===== src/rtl/uart_tx_arbiter_pkg.sv =====
// Shared types and constants for the round-robin UART TX arbiter and its serializer.
package uart_tx_arbiter_pkg;

  typedef enum logic [2:0] {IDLE, TAG, GRANT, START, DATA, STOP} state_e;

  localparam logic [7:0] TAG_PREFIX = 8'hF0;
  localparam int         FRAME_BITS = 10;

endpackage


===== src/rtl/uart_tx_ser.sv =====
// 8N1 serializer: one start bit, 8 data bits LSB first, one stop bit,
// each held CYCLES_PER_SYMBOL clocks. o_done marks the last stop-bit cycle.
module uart_tx_ser
  import uart_tx_arbiter_pkg::*;
#(
  parameter int CYCLES_PER_SYMBOL = 16
) (
  input  logic       clk_i,
  input  logic       rst_ni,
  input  logic       i_load,
  input  logic [7:0] i_byte,
  output logic       o_busy,
  output logic       o_done,
  output logic       o_tx
);

  localparam int CNT_W = $clog2(CYCLES_PER_SYMBOL);

  state_e           r_st;
  logic [CNT_W-1:0] r_cnt;
  logic [2:0]       r_bit;
  logic [7:0]       r_sh;
  logic             w_sym_end;

  assign w_sym_end = (r_cnt == CNT_W'(CYCLES_PER_SYMBOL - 1));

  always_ff @(posedge clk_i or negedge rst_ni) begin
    if (!rst_ni) begin
      r_st  <= IDLE;
      r_cnt <= '0;
      r_bit <= '0;
      r_sh  <= '0;
    end else if (i_load && r_st == IDLE) begin
      r_st  <= START;
      r_cnt <= '0;
      r_bit <= '0;
      r_sh  <= i_byte;
    end else if (r_st != IDLE) begin
      if (w_sym_end) begin
        r_cnt <= '0;
        case (r_st)
          START: r_st <= DATA;
          DATA: begin
            r_sh  <= r_sh >> 1;
            r_bit <= r_bit + 3'd1;
            if (r_bit == 3'd7) r_st <= STOP;
          end
          default: r_st <= IDLE;
        endcase
      end else begin
        r_cnt <= r_cnt + 1'b1;
      end
    end
  end

  always_comb begin
    o_tx = 1'b1;
    case (r_st)
      START:   o_tx = 1'b0;
      DATA:    o_tx = r_sh[0];
      default: o_tx = 1'b1;
    endcase
  end

  assign o_busy = (r_st != IDLE);
  assign o_done = (r_st == STOP) && w_sym_end;

endmodule


===== src/rtl/uart_tx_arbiter.sv =====
// Round-robin, message-granular arbiter sharing one 8N1 TX line among NUM_REQ sources.
// Define UART_TX_ARBITER_TAG_EN to prefix each new grant with a 0xF0|id tag frame.
module uart_tx_arbiter
  import uart_tx_arbiter_pkg::*;
#(
  parameter int NUM_REQ           = 4,
  parameter int CYCLES_PER_SYMBOL = 16,
  parameter int MAX_BURST         = 64,
  parameter int ID_W              = $clog2(NUM_REQ)
) (
  input  logic                 clk_i,
  input  logic                 rst_ni,
  input  logic [NUM_REQ-1:0]   req_valid_i,
  input  logic [NUM_REQ*8-1:0] req_data_i,
  input  logic [NUM_REQ-1:0]   req_last_i,
  output logic [NUM_REQ-1:0]   req_ready_o,
  output logic                 tx_o,
  output logic                 grant_valid_o,
  output logic [ID_W-1:0]      grant_id_o,
  output logic                 busy_o
);

  localparam int BC_W = $clog2(MAX_BURST + 1);

  state_e          r_state, w_state_nxt;
  logic            r_gvld;
  logic [ID_W-1:0] r_gid, r_rr, w_win;
  logic [BC_W-1:0] r_burst;
  logic            r_rel;

  logic            w_win_vld, w_hold_vld, w_hold_last, w_accept, w_release;
  logic [7:0]      w_hold_data, w_byte;
  logic            w_load, w_done, w_busy, w_tx;

  assign w_hold_vld  = req_valid_i[r_gid];
  assign w_hold_last = req_last_i[r_gid];
  assign w_hold_data = req_data_i[8*r_gid +: 8];
  assign w_accept    = (r_state == GRANT) && w_hold_vld;
  assign w_release   = ((r_state == GRANT) && !w_hold_vld) ||
                       ((r_state == START) && w_done && r_rel);

  // Scan downwards so the smallest offset from r_rr is the one left standing.
  always_comb begin
    w_win_vld = 1'b0;
    w_win     = '0;
    for (int k = NUM_REQ - 1; k >= 0; k--) begin
      if (req_valid_i[(int'(r_rr) + k) % NUM_REQ]) begin
        w_win_vld = 1'b1;
        w_win     = ID_W'((int'(r_rr) + k) % NUM_REQ);
      end
    end
  end

`ifdef UART_TX_ARBITER_TAG_EN
  assign w_load = w_accept || ((r_state == IDLE) && w_win_vld);
  assign w_byte = w_accept ? w_hold_data : (TAG_PREFIX | 8'(w_win));
`else
  assign w_load = w_accept;
  assign w_byte = w_hold_data;
`endif

  // START here covers the whole data frame; the serializer walks START/DATA/STOP itself.
  always_comb begin
    w_state_nxt = r_state;
    case (r_state)
      IDLE: if (w_win_vld) begin
`ifdef UART_TX_ARBITER_TAG_EN
        w_state_nxt = TAG;
`else
        w_state_nxt = GRANT;
`endif
      end
      TAG:     if (w_done) w_state_nxt = GRANT;
      GRANT:   w_state_nxt = w_hold_vld ? START : IDLE;
      START:   if (w_done) w_state_nxt = r_rel ? IDLE : GRANT;
      default: w_state_nxt = IDLE;
    endcase
  end

  always_ff @(posedge clk_i or negedge rst_ni) begin
    if (!rst_ni) begin
      r_state <= IDLE;
      r_gvld  <= 1'b0;
      r_gid   <= '0;
      r_rr    <= '0;
      r_burst <= '0;
      r_rel   <= 1'b0;
    end else begin
      r_state <= w_state_nxt;
      if (w_release) begin
        r_gvld  <= 1'b0;
        r_gid   <= '0;
        r_rr    <= (r_gid == ID_W'(NUM_REQ - 1)) ? '0 : r_gid + 1'b1;
        r_burst <= '0;
        r_rel   <= 1'b0;
      end else if ((r_state == IDLE) && w_win_vld) begin
        r_gvld <= 1'b1;
        r_gid  <= w_win;
      end else if (w_accept) begin
        r_burst <= r_burst + 1'b1;
        r_rel   <= w_hold_last || (r_burst + 1'b1 == BC_W'(MAX_BURST));
      end
    end
  end

  always_comb begin
    req_ready_o = '0;
    if (r_state == GRANT) req_ready_o[r_gid] = 1'b1;
  end

  uart_tx_ser #(.CYCLES_PER_SYMBOL(CYCLES_PER_SYMBOL)) u_ser (
    .clk_i  (clk_i),
    .rst_ni (rst_ni),
    .i_load (w_load),
    .i_byte (w_byte),
    .o_busy (w_busy),
    .o_done (w_done),
    .o_tx   (w_tx)
  );

  assign tx_o          = w_tx;
  assign busy_o        = w_busy;
  assign grant_valid_o = r_gvld;
  assign grant_id_o    = r_gid;

endmodule

===== config.mk =====
export PLATFORM = sky130hd
export DESIGN_NAME = uart_tx_arbiter
export DESIGN_NICKNAME = d
export VERILOG_FILES = /design/src/rtl/uart_tx_arbiter_pkg.sv /design/src/rtl/uart_tx_ser.sv /design/src/rtl/uart_tx_arbiter.sv
export SDC_FILE = /design/constraint.sdc
export NUM_CORES = 1
export LEC_CHECK = 0
export BUFFER_PORTS_ARGS = -buffer_cell sky130_fd_sc_hd__buf_2
export CAP_MARGIN = 10
export CORE_UTILIZATION = 30
export CTS_CLUSTER_DIAMETER = 100
export DETAILED_ROUTE_END_ITERATION = 10
export PLACE_DENSITY = 0.59
export SLEW_MARGIN = 20
export SYNTH_ARGS = -nofsm -noshare
export SYNTH_HDL_FRONTEND = slang
export SYNTH_SLANG_ARGS = --single-unit

===== constraint.sdc =====
create_clock -name clk_i -period 5.27 [get_ports clk_i]
set_input_delay 1.054 -clock clk_i [delete_from_list [all_inputs] [get_ports clk_i]]
set_output_delay 1.054 -clock clk_i [all_outputs]
set_load 0.01 [all_outputs]

==> flow_summary.ini <==
[run_status]
outcome = finished, violations left
violations = DRC

[final_layout]
multiInputGateArea_um2 = 1100
mostFrequentLayoutCell = buf_2
antenna_cells = 0
nets = 297
fillCellCount = 635
final_cell_mix = buf_2, dfrtp_1, nand2_1
area_growth_pct = 19.3
drive_gt1_share_pct = 30.0
final-seq-area_um2 = 826

[cts]
clock_path_buffers = 2
cts_tree = built
post_cts_resized = 0
cts_buffers = 5
clk_pin_slew_ns = 0.06
postCtsHoldBufs = 0
htreeDepth = 2
cts.sinks = 33
cts-root-buf = clkbuf_8
clk_latency_ns = 0.28
cts_setup_buffers = 0

[detailed_routing]
vias_per_cell = 4.99
first_iter_violations = 112
drc = 2
first_pass_iters = 7
num_vias = 1616
postRouteAntennaNets = 0
drt-total-wl_mm = 4.04
routedWlPerCell_um = 12.5

[timing]
whs_ns = 0.506
min_period_ns = 2.86
tns_ns = 0
skew_ns = 0.00472
grt_setup_unrepaired = false
worst_slew_pin_slew_ns = 0.823
setup_violations = 0
finalCritPeriodShare_pct = 54.3
hold_viol_final = 0
fmaxAchievable_mhz = 350
drv_slew = 0
relSlewSlack_pct = 45.1

[global_routing]
grt_antenna_before_repair = 0
grtUsageTotal_pct = 12.5
grt_pass1_vias = 1620
grt_max_degree = 34
grt_pass1_wl_mm = 7.29
grt_overflow = 0

[floorplan]
die_width_um = 84.1
die_area_um2 = 7070
start_util_pct = 31.5
ioPinCount = 51
die_height_um = 84.1
core-area_um2 = 6420
row_count = 29

[critical_path]
cp.arrival_ns = 1.81
r2r_slack_ns = 3.09
critPathCaptureType = output port
crit_path_max_fanout = 16
required_ns = 4.22
path_class = reg2out
startpoint_type = flip-flop

[place]
dp_hpwl_mm = 3.02
port_buffers = 50
gpl.final_weighted_congestion = 0.750

[logic_synthesis]
synth_top_family_by_area = multiplexers
ys_ff_latch = 33
synth_fa_ha_area_share_pct = 4.95
yosys_warnings = 0
syn_avg_cell_area_um2 = 10.2
synth_mux_area_share_pct = 17.2
synth-seq-area-share_pct = 40.8
synth.distinct_cells = 42
syn_area_um2 = 2020
synth_nets = 248
synth_simple_gate_area_share_pct = 16.6
synth_xor_area_share_pct = 1.73
synth_cells = 198
synth-compound-area-share_pct = 14.1

[power]
power.density_nw_per_um2 = 206
p_leak_nw = 1.13
peakVddDrop_mv = 0.0970
p_total_mw = 0.496

[run]
cap_violations = 0

[worst_hold_path]
hold_class = reg2reg
==> report_power, final <==
part | switching (mW) | total (mW) | internal (mW)
Sequential | 0.00646 | 0.261 | 0.254
Clock | 0.0838 | 0.187 | 0.103
Combinational | 0.0193 | 0.0478 | 0.0285
Total | 0.110 | 0.496 | 0.386
==> final timing paths <==
kind | depth (start not counted) | end | startpoint
min in group asynchronous | 1 | r_burst[5] | rst_ni
min | 1 | u_ser.r_cnt[3] | u_ser.r_cnt[3]
max in group asynchronous | 1 | u_ser.r_sh[2] | rst_ni
max | 4 | req_ready_o[2] | grant_id_o[0]
min reg2reg | 1 | u_ser.r_cnt[3] | u_ser.r_cnt[3]
max reg2reg | 3 | r_rr[1] | grant_id_o[1]
==> per-stage QoR <==
| stage | instances | util [%] | setup slack [ns] | area (um2) |
|---|---|---|---|---|
| global placement | 317 | 36.2 | 2.73 | 2330 |
| global route | 324 | 37.6 | 2.20 | 2410 |
| CTS | 324 | 37.6 | 2.36 | 2410 |
| finish | 324 | 37.6 | 2.41 | 2410 |
| detailed placement | 317 | 36.2 | 2.68 | 2330 |
| floorplan | 198 | - | 2.95 | 2020 |
==> sequential cells by signal, indices dropped and copies added, names as in the netlist <==
name	cells
r_state	2
grant_id_o	2
u_ser.r_cnt	4
r_burst	7
u_ser.r_sh	8
u_ser.r_st	3
r_rel	1
u_ser.r_bit	3
grant_valid_o	1
r_rr	2
==> synthesized netlist by cell type (all sizes together) <==
cell type   n  share of area (%)
dfrtp      33                 41
nand2      19                3.7
a21oi      16                4.0
nor2       16                3.1
inv        12                2.2
mux2i      10                5.0
mux4       10                 11
o21ai      10                2.5
ha          8                5.0
nand3       8                2.5
or3         8                2.5
buf         6                1.7
nand2b      5                1.5
and2        4                1.2
o221ai      4                1.7
o22ai       4                1.9
xor2        3                1.3
clkbuf      2               0.37
mux2        2                1.1
nand4       2               0.62
a2111o      1               0.56
a21boi      1               0.56
a21o        1               0.37
a221o       1               0.50
a41oi       1               0.43
and3        1               0.31
clkinv      1               0.19
nand3b      1               0.37
nor2b       1               0.31
nor3        1               0.25
nor4        1               0.31
o21a        1               0.37
o2bb2ai     1               0.43
o31a        1               0.43
o31ai       1               0.37
xnor2       1               0.43
==> worst max-delay path, cell delays in order (launching register included) <==
cell and delay (ns):
dfrtp_1 0.84, inv_1 0.18, ha_1 0.25, and2_1 0.13
buf_2 0.13
==> metal layers <==
| layer | global-route usage, % | part of all wire, % | vias up | routed length, um |
|---|---|---|---|---|
| li1 | - | - | 814 | - |
| met1 | 17.1 | 48 | 750 | 1930 |
| met2 | 20.2 | 45 | 47 | 1820 |
| met3 | 3.26 | 6.2 | 5 | 250 |
| met4 | 2.35 | 0.84 | 0 | 34 |
| met5 | 0 | 0 | - | 0 |
==> layout make-up <==
cell class                 instances  share of cell area [%]
tap                               77                    3.99
inverter                          13                    2.02
sequential                        33                    34.2
multi-input combinational        144                    45.8
timing repair buffer              50                    10.4
clock buffer                       7                    3.58
==> kinds of logic (layout without fill, tap and decap cells) <==
| logic type | after synthesis | after routing |
|---|---|---|
| multiplexers | 22 | 22 |
| AND/OR/NAND/NOR | 67 | 67 |
| adder cells (fa/ha/maj) | 8 | 8 |
| AO/OA/AOI/OAI | 43 | 43 |
| XOR/XNOR | 4 | 4 |
| flip-flops | 33 | 33 |
| buffers and inverters | 21 | 70 |
Note: power is estimated with default switching activity, not from simulation.
